## config.mk

```make
export PLATFORM = sky130hd
export DESIGN_NAME = wb_stage_pipe
export DESIGN_NICKNAME = d
export VERILOG_FILES = /design/src/rtl/wb_stage_pipe_pkg.sv /design/src/rtl/wb_load_ext.sv /design/src/rtl/wb_stage_pipe.sv
export SDC_FILE = /design/constraint.sdc
export NUM_CORES = 1
export LEC_CHECK = 0
export CAP_MARGIN = 10
export CORE_MARGIN = 2
export CORE_UTILIZATION = 48
export CTS_CLUSTER_SIZE = 10
export DETAILED_ROUTE_END_ITERATION = 7
export PLACE_DENSITY = 0.86
export SKIP_LAST_GASP = 1
export SLEW_MARGIN = 20
export SYNTH_ARGS = -nofsm -noshare
export SYNTH_HDL_FRONTEND = slang
export SYNTH_HIERARCHICAL = 1
export SYNTH_SLANG_ARGS = --single-unit
```

## constraint.sdc

```tcl
create_clock -name clk -period 4.95 [get_ports clk]
set_input_delay 1.2375 -clock clk [delete_from_list [all_inputs] [get_ports clk]]
set_output_delay 1.2375 -clock clk [all_outputs]
set_load 0.02 [all_outputs]
```

## src/rtl/wb_stage_pipe_pkg.sv

```systemverilog
// Shared encodings for the writeback pipeline stage. This covers writeback
// source select, load extension codes and the FSM state encoding.
package wb_stage_pipe_pkg;

  localparam logic [1:0] WSEL_RESULT = 2'd0;
  localparam logic [1:0] WSEL_MEM    = 2'd1;
  localparam logic [1:0] WSEL_LINK   = 2'd2;

  localparam logic [2:0] EXT_W  = 3'd0;
  localparam logic [2:0] EXT_BZ = 3'd1;
  localparam logic [2:0] EXT_BS = 3'd2;
  localparam logic [2:0] EXT_HZ = 3'd3;
  localparam logic [2:0] EXT_HS = 3'd4;
  localparam logic [2:0] EXT_WZ = 3'd5;
  localparam logic [2:0] EXT_WS = 3'd6;

  typedef enum logic [1:0] {
    ST_EMPTY    = 2'd0,
    ST_FULL     = 2'd1,
    ST_WAIT_MEM = 2'd2
  } wb_state_e;

endpackage

```

## src/rtl/wb_load_ext.sv

```systemverilog
// Combinational load lane select and zero/sign extension (little-endian).
// Misaligned half/32-bit accesses are aligned down and flagged.
module wb_load_ext #(
  parameter  int DATA_W = 32,
  localparam int LANE_W = $clog2(DATA_W / 8)
) (
  input  logic [DATA_W-1:0] rdata,
  input  logic [2:0]        ext,
  input  logic [LANE_W-1:0] lane,
  output logic [DATA_W-1:0] data,
  output logic              misaligned
);
  import wb_stage_pipe_pkg::*;

  logic [LANE_W-1:0] lane_h;
  logic [7:0]        b;
  logic [15:0]       h;
  logic [DATA_W-1:0] w_z;
  logic [DATA_W-1:0] w_s;
  logic              w_mis;

  assign lane_h = {lane[LANE_W-1:1], 1'b0};
  assign b      = rdata[{lane, 3'b000} +: 8];
  assign h      = rdata[{lane_h, 3'b000} +: 16];

  // 32-bit extension only exists on a 64-bit datapath; otherwise pass-through.
  generate
    if (DATA_W == 64) begin : g_w64
      logic [31:0] w;
      assign w     = rdata[{lane[LANE_W-1], 5'b00000} +: 32];
      assign w_z   = {32'b0, w};
      assign w_s   = {{32{w[31]}}, w};
      assign w_mis = (lane[1:0] != 2'b00);
    end else begin : g_w32
      assign w_z   = rdata;
      assign w_s   = rdata;
      assign w_mis = 1'b0;
    end
  endgenerate

  always_comb begin
    data       = rdata;
    misaligned = 1'b0;
    case (ext)
      EXT_BZ: data = {{(DATA_W-8){1'b0}}, b};
      EXT_BS: data = {{(DATA_W-8){b[7]}}, b};
      EXT_HZ: begin
        data       = {{(DATA_W-16){1'b0}}, h};
        misaligned = lane[0];
      end
      EXT_HS: begin
        data       = {{(DATA_W-16){h[15]}}, h};
        misaligned = lane[0];
      end
      EXT_WZ: begin
        data       = w_z;
        misaligned = w_mis;
      end
      EXT_WS: begin
        data       = w_s;
        misaligned = w_mis;
      end
      default: data = rdata;
    endcase
  end

endmodule

```

## src/rtl/wb_stage_pipe.sv

```systemverilog
// MEM/WB pipeline register with valid/ready intake, variable-latency load wait,
// register-file write port, forwarding/hazard outputs, flush and retire counter.
module wb_stage_pipe
  import wb_stage_pipe_pkg::*;
#(
  parameter  int DATA_W   = 32,
  parameter  int REG_AW   = 5,
  parameter  int LINK_OFS = 8,
  parameter  int CNT_W    = 32,
  localparam int LANE_W   = $clog2(DATA_W / 8)
) (
  input  logic              clk,
  input  logic              reset,
  input  logic              flush,
  input  logic              in_valid,
  output logic              in_ready,
  input  logic [DATA_W-1:0] in_pc,
  input  logic [DATA_W-1:0] in_result,
  input  logic [1:0]        in_wsel,
  input  logic [2:0]        in_ext,
  input  logic [LANE_W-1:0] in_addr_lo,
  input  logic              in_is_load,
  input  logic              in_reg_write,
  input  logic [REG_AW-1:0] in_rd,
  input  logic              mem_rvalid,
  input  logic [DATA_W-1:0] mem_rdata,
  output logic              rf_we,
  output logic [REG_AW-1:0] rf_waddr,
  output logic [DATA_W-1:0] rf_wdata,
  output logic              fwd_valid,
  output logic              fwd_pending,
  output logic [REG_AW-1:0] fwd_addr,
  output logic [CNT_W-1:0]  retire_count,
  output logic [1:0]        err,
  output logic [1:0]        dbg_state
);

  // Handshake: a transfer happens on a cycle where in_valid && in_ready at the
  // rising edge; in_ready never depends on in_valid, only on state and flush.

  wb_state_e         state_q, state_d;
  logic [REG_AW-1:0] e_rd;
  logic              e_we;
  logic [2:0]        e_ext;
  logic [LANE_W-1:0] e_lane;
  logic [DATA_W-1:0] e_wdata;
  logic              drop_pending, drop_pending_d;
  logic              accept, retire, capture, stray;
  logic [DATA_W-1:0] ext_data;
  logic              ext_mis;

  wb_load_ext #(.DATA_W(DATA_W)) u_ext (
    .rdata      (mem_rdata),
    .ext        (e_ext),
    .lane       (e_lane),
    .data       (ext_data),
    .misaligned (ext_mis)
  );

  assign in_ready    = (state_q == ST_EMPTY || state_q == ST_FULL) && !flush;
  assign accept      = in_valid && in_ready;
  assign rf_we       = (state_q == ST_FULL) && e_we && (e_rd != '0) && !flush;
  assign fwd_valid   = (state_q == ST_FULL) && e_we && (e_rd != '0);
  assign fwd_pending = (state_q == ST_WAIT_MEM) && e_we && (e_rd != '0);
  assign fwd_addr    = e_rd;
  assign rf_waddr    = e_rd;
  assign rf_wdata    = e_wdata;
  assign dbg_state   = state_q;

  always_comb begin
    state_d        = state_q;
    retire         = 1'b0;
    capture        = 1'b0;
    drop_pending_d = drop_pending && !mem_rvalid;
    stray          = mem_rvalid && !drop_pending && (state_q != ST_WAIT_MEM);
    case (state_q)
      ST_EMPTY: begin
        if (accept) state_d = in_is_load ? ST_WAIT_MEM : ST_FULL;
      end
      ST_FULL: begin
        if (flush) begin
          state_d = ST_EMPTY;
        end else begin
          retire  = 1'b1;
          state_d = accept ? (in_is_load ? ST_WAIT_MEM : ST_FULL) : ST_EMPTY;
        end
      end
      ST_WAIT_MEM: begin
        if (flush) begin
          state_d = ST_EMPTY;
          // Still owed a response unless this cycle's one belongs to the dropped load.
          drop_pending_d = drop_pending || !mem_rvalid;
        end else if (mem_rvalid && !drop_pending) begin
          capture = 1'b1;
          state_d = ST_FULL;
        end
      end
      default: state_d = ST_EMPTY;
    endcase
  end

  always_ff @(posedge clk or negedge reset) begin
    if (!reset) begin
      state_q      <= ST_EMPTY;
      e_rd         <= '0;
      e_we         <= 1'b0;
      e_ext        <= '0;
      e_lane       <= '0;
      e_wdata      <= '0;
      drop_pending <= 1'b0;
      retire_count <= '0;
      err          <= 2'b00;
    end else begin
      state_q      <= state_d;
      drop_pending <= drop_pending_d;
      if (accept) begin
        e_rd    <= in_rd;
        e_we    <= in_reg_write;
        e_ext   <= in_ext;
        e_lane  <= in_addr_lo;
        e_wdata <= (in_wsel == WSEL_LINK) ? (in_pc + DATA_W'(LINK_OFS)) : in_result;
      end else if (capture) begin
        e_wdata <= ext_data;
      end
      if (capture && ext_mis) err[0] <= 1'b1;
      if (stray) err[1] <= 1'b1;
      if (retire) retire_count <= retire_count + 1'b1;
    end
  end

endmodule
```

==> flow_summary.json, run 1 <==
{
  "synthTopCellsByArea": "dfrtp_1 39%, mux2i_1 5.8%, xnor2_1 5.8%",
  "fin_worst_hold_slack_ns": 0.477,
  "syn_to_final_growth_pct": 42.9,
  "routabilityCongestion": 0.943,
  "critPathCaptureType": "primary output",
  "syn_area_mm2": 0.00518,
  "core_mm2": 0.0104,
  "wire_per_inst_um": 18.7,
  "clk_latency_ns": 0.36,
  "antenna_cells": 0,
  "die-height_um": 108,
  "ys_types": 59,
  "final_nets": 849,
  "antenna_found_initial": 0,
  "p_total_w": 0.00220,
  "clock-sinks": 80,
  "clock_skew_ns": 0.0180,
  "p_seq_frac": 0.373,
  "hold_path_class": "reg -> reg",
  "fin_setup_tns_ns": 0,
  "arrival_ns": 2.99,
  "p_int_w": 0.00147,
  "final_cells": 872,
  "drt_first_pass_iters": 7,
  "post-synth-top-area-fraction": 0.387,
  "p_leak_nw": 3.04,
  "dpl.hpwl_mm": 12.6,
  "finalHoldViolCount": 0,
  "max_freq_mhz": 237,
  "power_density_mw_per_mm2": 298,
  "drtAntennaViolNets": 0,
  "ys_warn_count": 6,
  "die_area_mm2": 0.0116,
  "synth_edf_count": 0,
  "dp_cells": 856,
  "critPathRequiredTime_ns": 3.71,
  "grt_max_degree": 81,
  "synth_seq_cells": 80,
  "cap_viol_max_count": 0,
  "drt_iter0_markers": 446,
  "crit_top_cell": "clkdlybuf4s50_1",
  "cts_buffers": 9,
  "htreeDepth": 3,
  "drc": 0,
  "clock_path_buffers": 2,
  "grt.total_usage": 0.283,
  "clkPwrFrac": 0.266,
  "timing.rr.start": "e_lane[1]$_DFFE_PN0P_",
  "min_from": "retire_count[31]$_DFFE_PN0P_",
  "finalCritPeriodShare": 0.853,
  "outcome": "complete, no violations",
  "grt_pass1_wl_mm": 25.7,
  "tightest_slew_ns": 1.08,
  "grt_pass1_vias": 4998,
  "cp-start-kind": "input port",
  "ctsHoldBuffers": 0,
  "min_period_ns": 4.22,
  "finalSetupViolations": 0,
  "syn_nets": 669,
  "vias_per_cell": 5.83,
  "p_sw_frac": 0.331,
  "syn_avg_cell_area_um2": 9.38,
  "finalMaxSlewViolations": 0,
  "netlist_instances": 552,
  "routed_wl_mm": 16.3,
  "yosys_most_used_dff": "dfrtp_1",
  "async_reset_ff_frac": 1.00,
  "post-cts-setup-buffers": 0,
  "startpoint": "flush",
  "num_rows": 37,
  "pin_count": 197,
  "seq_area_frac_synth": 0.387,
  "die-width_um": 108,
  "numPortBuffers": 196,
  "crit_fanout": 7,
  "cts_tree": "done",
  "clk_pin_slew_ns": 0.10,
  "rsz0062_at_grt": "no",
  "path_cells": "clkdlybuf4s50_1 -> nor2_2 -> nand2_1 -> nor2_1 -> clkdlybuf4s50_1",
  "yosys.area.top_type": "dfrtp_1",
  "grt-ovfl-total": 0,
  "slew_headroom": 0.273,
  "drive_gt1_frac": 0.0693,
  "slowest_stage": "clkdlybuf4s50_1",
  "post_cts_resized": 0,
  "net-switching-power_w": 0.000731,
  "start_util": 0.497,
  "share_comb_of_total_power": 0.361,
  "vias": 5080,
  "cts_root_buf": "clkbuf_8",
  "ir_drop_v": 0.000226,
  "max_stage_delay_ns": 0.61,
  "path_class": "in -> out"
}
==> metal layers <==
layer	part of all wire	wire, um	vias up	track usage
met2	0.51	8280	243	0.496
met4	0.030	485	0	0.0989
met1	0.40	6550	2441	0.351
li1	-	-	2353	-
met5	0	0	-	0
met3	0.061	987	43	0.0442
==> final timing paths <==
path                                                end  slack (ns)  cells after the start
setup / recovery                                  rf_we        0.73                      5
hold / removal             retire_count[31]$_DFFE_PN0P_        0.48                      1
setup reg to reg               rf_wdata[31]$_DFFE_PN0P_        2.34                      7
hold reg to reg            retire_count[31]$_DFFE_PN0P_        0.48                      1
max in group asynchronous      rf_wdata[18]$_DFFE_PN0P_        3.53                      2
min in group asynchronous  retire_count[14]$_DFFE_PN0P_        0.80                      1
==> cells by family after synthesis <==
kind of cell | count (synthesis) | synth area share
and+or+nand+nor | 222 | 0.224
AOI/OAI and AO/OA | 106 | 0.155
DFF | 80 | 0.387
xor gates and xnor gates | 59 | 0.0998
buffers and inverters | 46 | 0.0546
muxes | 37 | 0.0754
adders and majority gates | 2 | 0.00483
==> state kept, by name, indices dropped and copies added, names as in the netlist, 2 cells and up <==
name,cells
dbg_state,2
e_ext,3
e_lane,2
err,2
fwd_addr,5
retire_count,32
rf_wdata,32
==> placed cells by master (no fill, tap or decap), types with 2 or more instances in the layout <==
cell type / count
clkdlybuf4s50_1: 195
dfrtp_1: 80
nand2_1: 70
nor2_1: 35
xnor2_1: 33
mux2i_1: 30
nor3_1: 28
xor2_1: 25
nand3_1: 19
o21ai_0: 17
a21o_1: 17
nand4_1: 15
a221o_1: 14
inv_1: 11
a221oi_1: 11
clkbuf_8: 9
a21oi_1: 8
o22ai_1: 8
buf_4: 8
nor3b_1: 7
nor2b_1: 7
a211o_1: 6
mux2_2: 6
and4_1: 6
nand2b_1: 5
and3_1: 5
a31oi_1: 5
o211ai_1: 4
and2_1: 4
nor3_2: 3
o21ai_1: 3
bufinv_16: 3
and3_2: 2
nor4_4: 2
a221oi_2: 2
ha_1: 2
clkinv_4: 2
a32oi_1: 2
a21boi_1: 2
==> metrics by stage <==
| stage | setup slack [ns] | cell area (um^2) | util |
|---|---|---|---|
| after floorplan | 1.69 | 5180 | - |
| after global placement | 0.810 | 7130 | 0.685 |
| after detailed placement | 0.745 | 7130 | 0.685 |
| after CTS | 0.738 | 7370 | 0.708 |
| after global routing | 0.660 | 7400 | 0.710 |
| final | 0.726 | 7400 | 0.710 |
==> cell type report <==
| cell class | instances | area, um^2 |
|---|---|---|
| Clock inverter | 6 | 116 |
| Sequential cell | 80 | 2000 |
| Inverter | 11 | 41.3 |
| Fill cell | 784 | 3020 |
| Timing Repair Buffer | 204 | 2030 |
| Clock buffer | 9 | 124 |
| Multi-Input combinational cell | 426 | 2910 |
| Tap cell | 136 | 170 |
==> Yosys cell counts, drive strengths merged (2+ instances only) <==
cell,instances
or4,2
ha,2
o21ai,20
nand2b,5
o22ai,8
nor3b,7
a31oi,5
or2,2
mux2i,30
a21o,17
clkbuf,19
and2,5
nor4,3
a21boi,2
buf,16
nor2b,8
inv,11
nor2,36
nand2,70
and3,7
mux2,6
a32oi,2
nand3,19
a221o,14
nand4,16
xnor2,34
a21oi,8
o211ai,4
o21bai,2
and4,7
dfrtp,80
a211o,6
a221oi,13
xor2,25
nor3,32
==> power by group through the flow <==
| stage | registers (W) | logic, W | clock network, W |
|---|---|---|---|
| 3_3_place_gp | 0.000826 | 0.000770 | 0 |
| 4_1_cts | 0.000821 | 0.000789 | 0.000587 |
| 5_1_grt | 0.000834 | 0.000847 | 0.000621 |
| 6_report | 0.000822 | 0.000795 | 0.000586 |
| 2_1_floorplan | 0.000898 | 0.000344 | 0 |
| 3_5_place_dp | 0.000832 | 0.000785 | 0 |
==> critical path: cells and delay by family <==
kind / cells / cell delay, ns
buffers and inverters: 2 / 1.17
AND/OR/NAND/NOR: 3 / 0.58
(Power assumes the default switching activity.)
==> run 2: changes to the inputs <==
clock period = 5.3 ns   (was 4.95 ns; I/O delays follow)
==> run 2 against run 1 <==
Global-route usage decreased by 0.089 points. Non-clock buffer count shrank 4. Cell count down 0.34%. First-iteration DRC count shrank 11%. Critical path depth is the same. Worst hold slack gained 0.0054 ns. Wire length down 1.5%. Cell area decreased by 1.2%. Count of clock-buffer cells in the layout increased by 1. Critical endpoint unchanged. Largest power group unchanged.
==> flow_summary.json, run 2 (synthesized netlist as in run 1, its figures left out) <==
{
  "outcome": "complete, no violations",
  "crit_top_cell": "clkdlybuf4s50_1",
  "fin_area_mm2": 0.00731,
  "p_total_w": 0.00193,
  "grt_max_degree": 81,
  "arrival_ns": 3.06,
  "max_stage_delay_ns": 0.61,
  "vias": 4985,
  "drive_gt1_frac": 0.0655,
  "net-switching-power_w": 0.000682,
  "ir_drop_v": 0.000192,
  "clock-sinks": 80,
  "crit_fanout": 7,
  "wire_per_inst_um": 18.5,
  "final_nets": 845,
  "clkPwrFrac": 0.222,
  "finalMaxSlewViolations": 0,
  "clock_skew_ns": 0.0149,
  "syn_to_final_growth_pct": 41.2,
  "final_cell_mix": "195 x clkdlybuf4s50_1, 80 x dfrtp_1, 70 x nand2_1, 35 x nor2_1, 33 x xnor2_1",
  "htreeDepth": 3,
  "rsz0062_at_grt": "no",
  "post_cts_resized": 0,
  "clk_latency_ns": 0.35,
  "post-cts-setup-buffers": 0,
  "pin_count": 197,
  "critPathRequiredTime_ns": 3.97,
  "slew_headroom": 0.279,
  "power_density_mw_per_mm2": 264,
  "cts_buffers": 9,
  "fill_cells": 793,
  "cp-start-kind": "input port",
  "grt.total_usage": 0.282,
  "drt_iter0_markers": 399,
  "p_sw_frac": 0.353,
  "grt-ovfl-total": 0,
  "cts_tree": "done",
  "core_mm2": 0.0104,
  "critPathCaptureType": "primary output",
  "finalHoldViolCount": 0,
  "numPortBuffers": 196,
  "ctsHoldBuffers": 0,
  "antenna_found_initial": 0,
  "drc": 0,
  "die-width_um": 108,
  "start_util": 0.497,
  "max_freq_mhz": 228,
  "fin_worst_hold_slack_ns": 0.482,
  "clk_pin_slew_ns": 0.08,
  "final_common_cell": "clkdlybuf4s50_1",
  "p_leak_nw": 2.98,
  "cap_viol_max_count": 0,
  "fin_setup_tns_ns": 0,
  "clock_path_buffers": 2,
  "tightest_slew_ns": 1.08,
  "slowest_stage": "clkdlybuf4s50_1",
  "p_int_w": 0.00125,
  "die-height_um": 108,
  "cts_root_buf": "clkbuf_8",
  "p_seq_frac": 0.397,
  "finalSetupViolations": 0,
  "dpl.hpwl_mm": 12.4,
  "routabilityCongestion": 0.944,
  "routed_wl_mm": 16.1,
  "antenna_cells": 0,
  "path_class": "in -> out",
  "path_cells": "clkdlybuf4s50_1 -> nor2_2 -> nand2_1 -> nor2_1 -> clkdlybuf4s50_1",
  "share_comb_of_total_power": 0.381,
  "drtAntennaViolNets": 0,
  "num_rows": 37,
  "dpl_cell_area_mm2": 0.00711,
  "die_area_mm2": 0.0116,
  "vias_per_cell": 5.74,
  "drt_first_pass_iters": 5,
  "dp_cells": 853,
  "grt_pass1_wl_mm": 25.5,
  "grt_pass1_vias": 5003,
  "finalCritPeriodShare": 0.828,
  "final_cells": 869,
  "hold_path_class": "reg -> reg",
  "min_period_ns": 4.39
}
==> run 2: area by class of cell <==
cell class | count | area, um^2 | area share
Multi-Input combinational cell | 426 | 2910 | 0.399
Inverter | 11 | 41.3 | 0.00565
Clock buffer | 10 | 138 | 0.0188
Timing Repair Buffer | 200 | 1990 | 0.273
Tap cell | 136 | 170 | 0.0233
Clock inverter | 6 | 51.3 | 0.00702
Sequential cell | 80 | 2000 | 0.274
==> run 2: path summary, 6_finish.rpt <==
check / start / endpoint / slack [ns] / cells after the start
setup / recovery: flush / rf_we / 0.91 / 5
hold / removal: err[0]$_DFFE_PN0P_ / err[0]$_DFFE_PN0P_ / 0.48 / 1
setup reg to reg: e_lane[1]$_DFFE_PN0P_ / rf_wdata[31]$_DFFE_PN0P_ / 2.72 / 7
hold reg to reg: err[0]$_DFFE_PN0P_ / err[0]$_DFFE_PN0P_ / 0.48 / 1
max in group asynchronous: reset / rf_wdata[13]$_DFFE_PN0P_ / 3.80 / 1
min in group asynchronous: reset / retire_count[14]$_DFFE_PN0P_ / 1.00 / 1
==> run 2: routing by layer <==
layer | vias up | wire (um) | global-route usage
met2 | 231 | 8040 | 0.477
met1 | 2377 | 6520 | 0.362
li1 | 2346 | - | -
met5 | - | 0 | 0
met3 | 31 | 1050 | 0.0412
met4 | 0 | 457 | 0.113
==> run 2: per-stage QoR <==
stage	setup WS, ns	utilization
2_1_floorplan	1.86	-
3_3_place_gp	0.985	0.683
3_5_place_dp	0.924	0.683
4_1_cts	0.917	0.701
5_1_grt	0.789	0.702
6_report	0.914	0.702
==> run 2: critical path: cells and delay by family <==
family / cells / cell delay, ns
buffers and inverters: 2 / 1.16
AND/OR/NAND/NOR: 3 / 0.57
==> run 2: power by group through the flow <==
| stage | logic, W | registers (W) | clock network [W] |
|---|---|---|---|
| finish | 0.000736 | 0.000767 | 0.000429 |
| global route | 0.000790 | 0.000779 | 0.000463 |
| CTS | 0.000734 | 0.000766 | 0.000437 |
| detailed placement | 0.000730 | 0.000777 | 0 |
| global placement | 0.000716 | 0.000772 | 0 |
| floorplan | 0.000322 | 0.000839 | 0 |
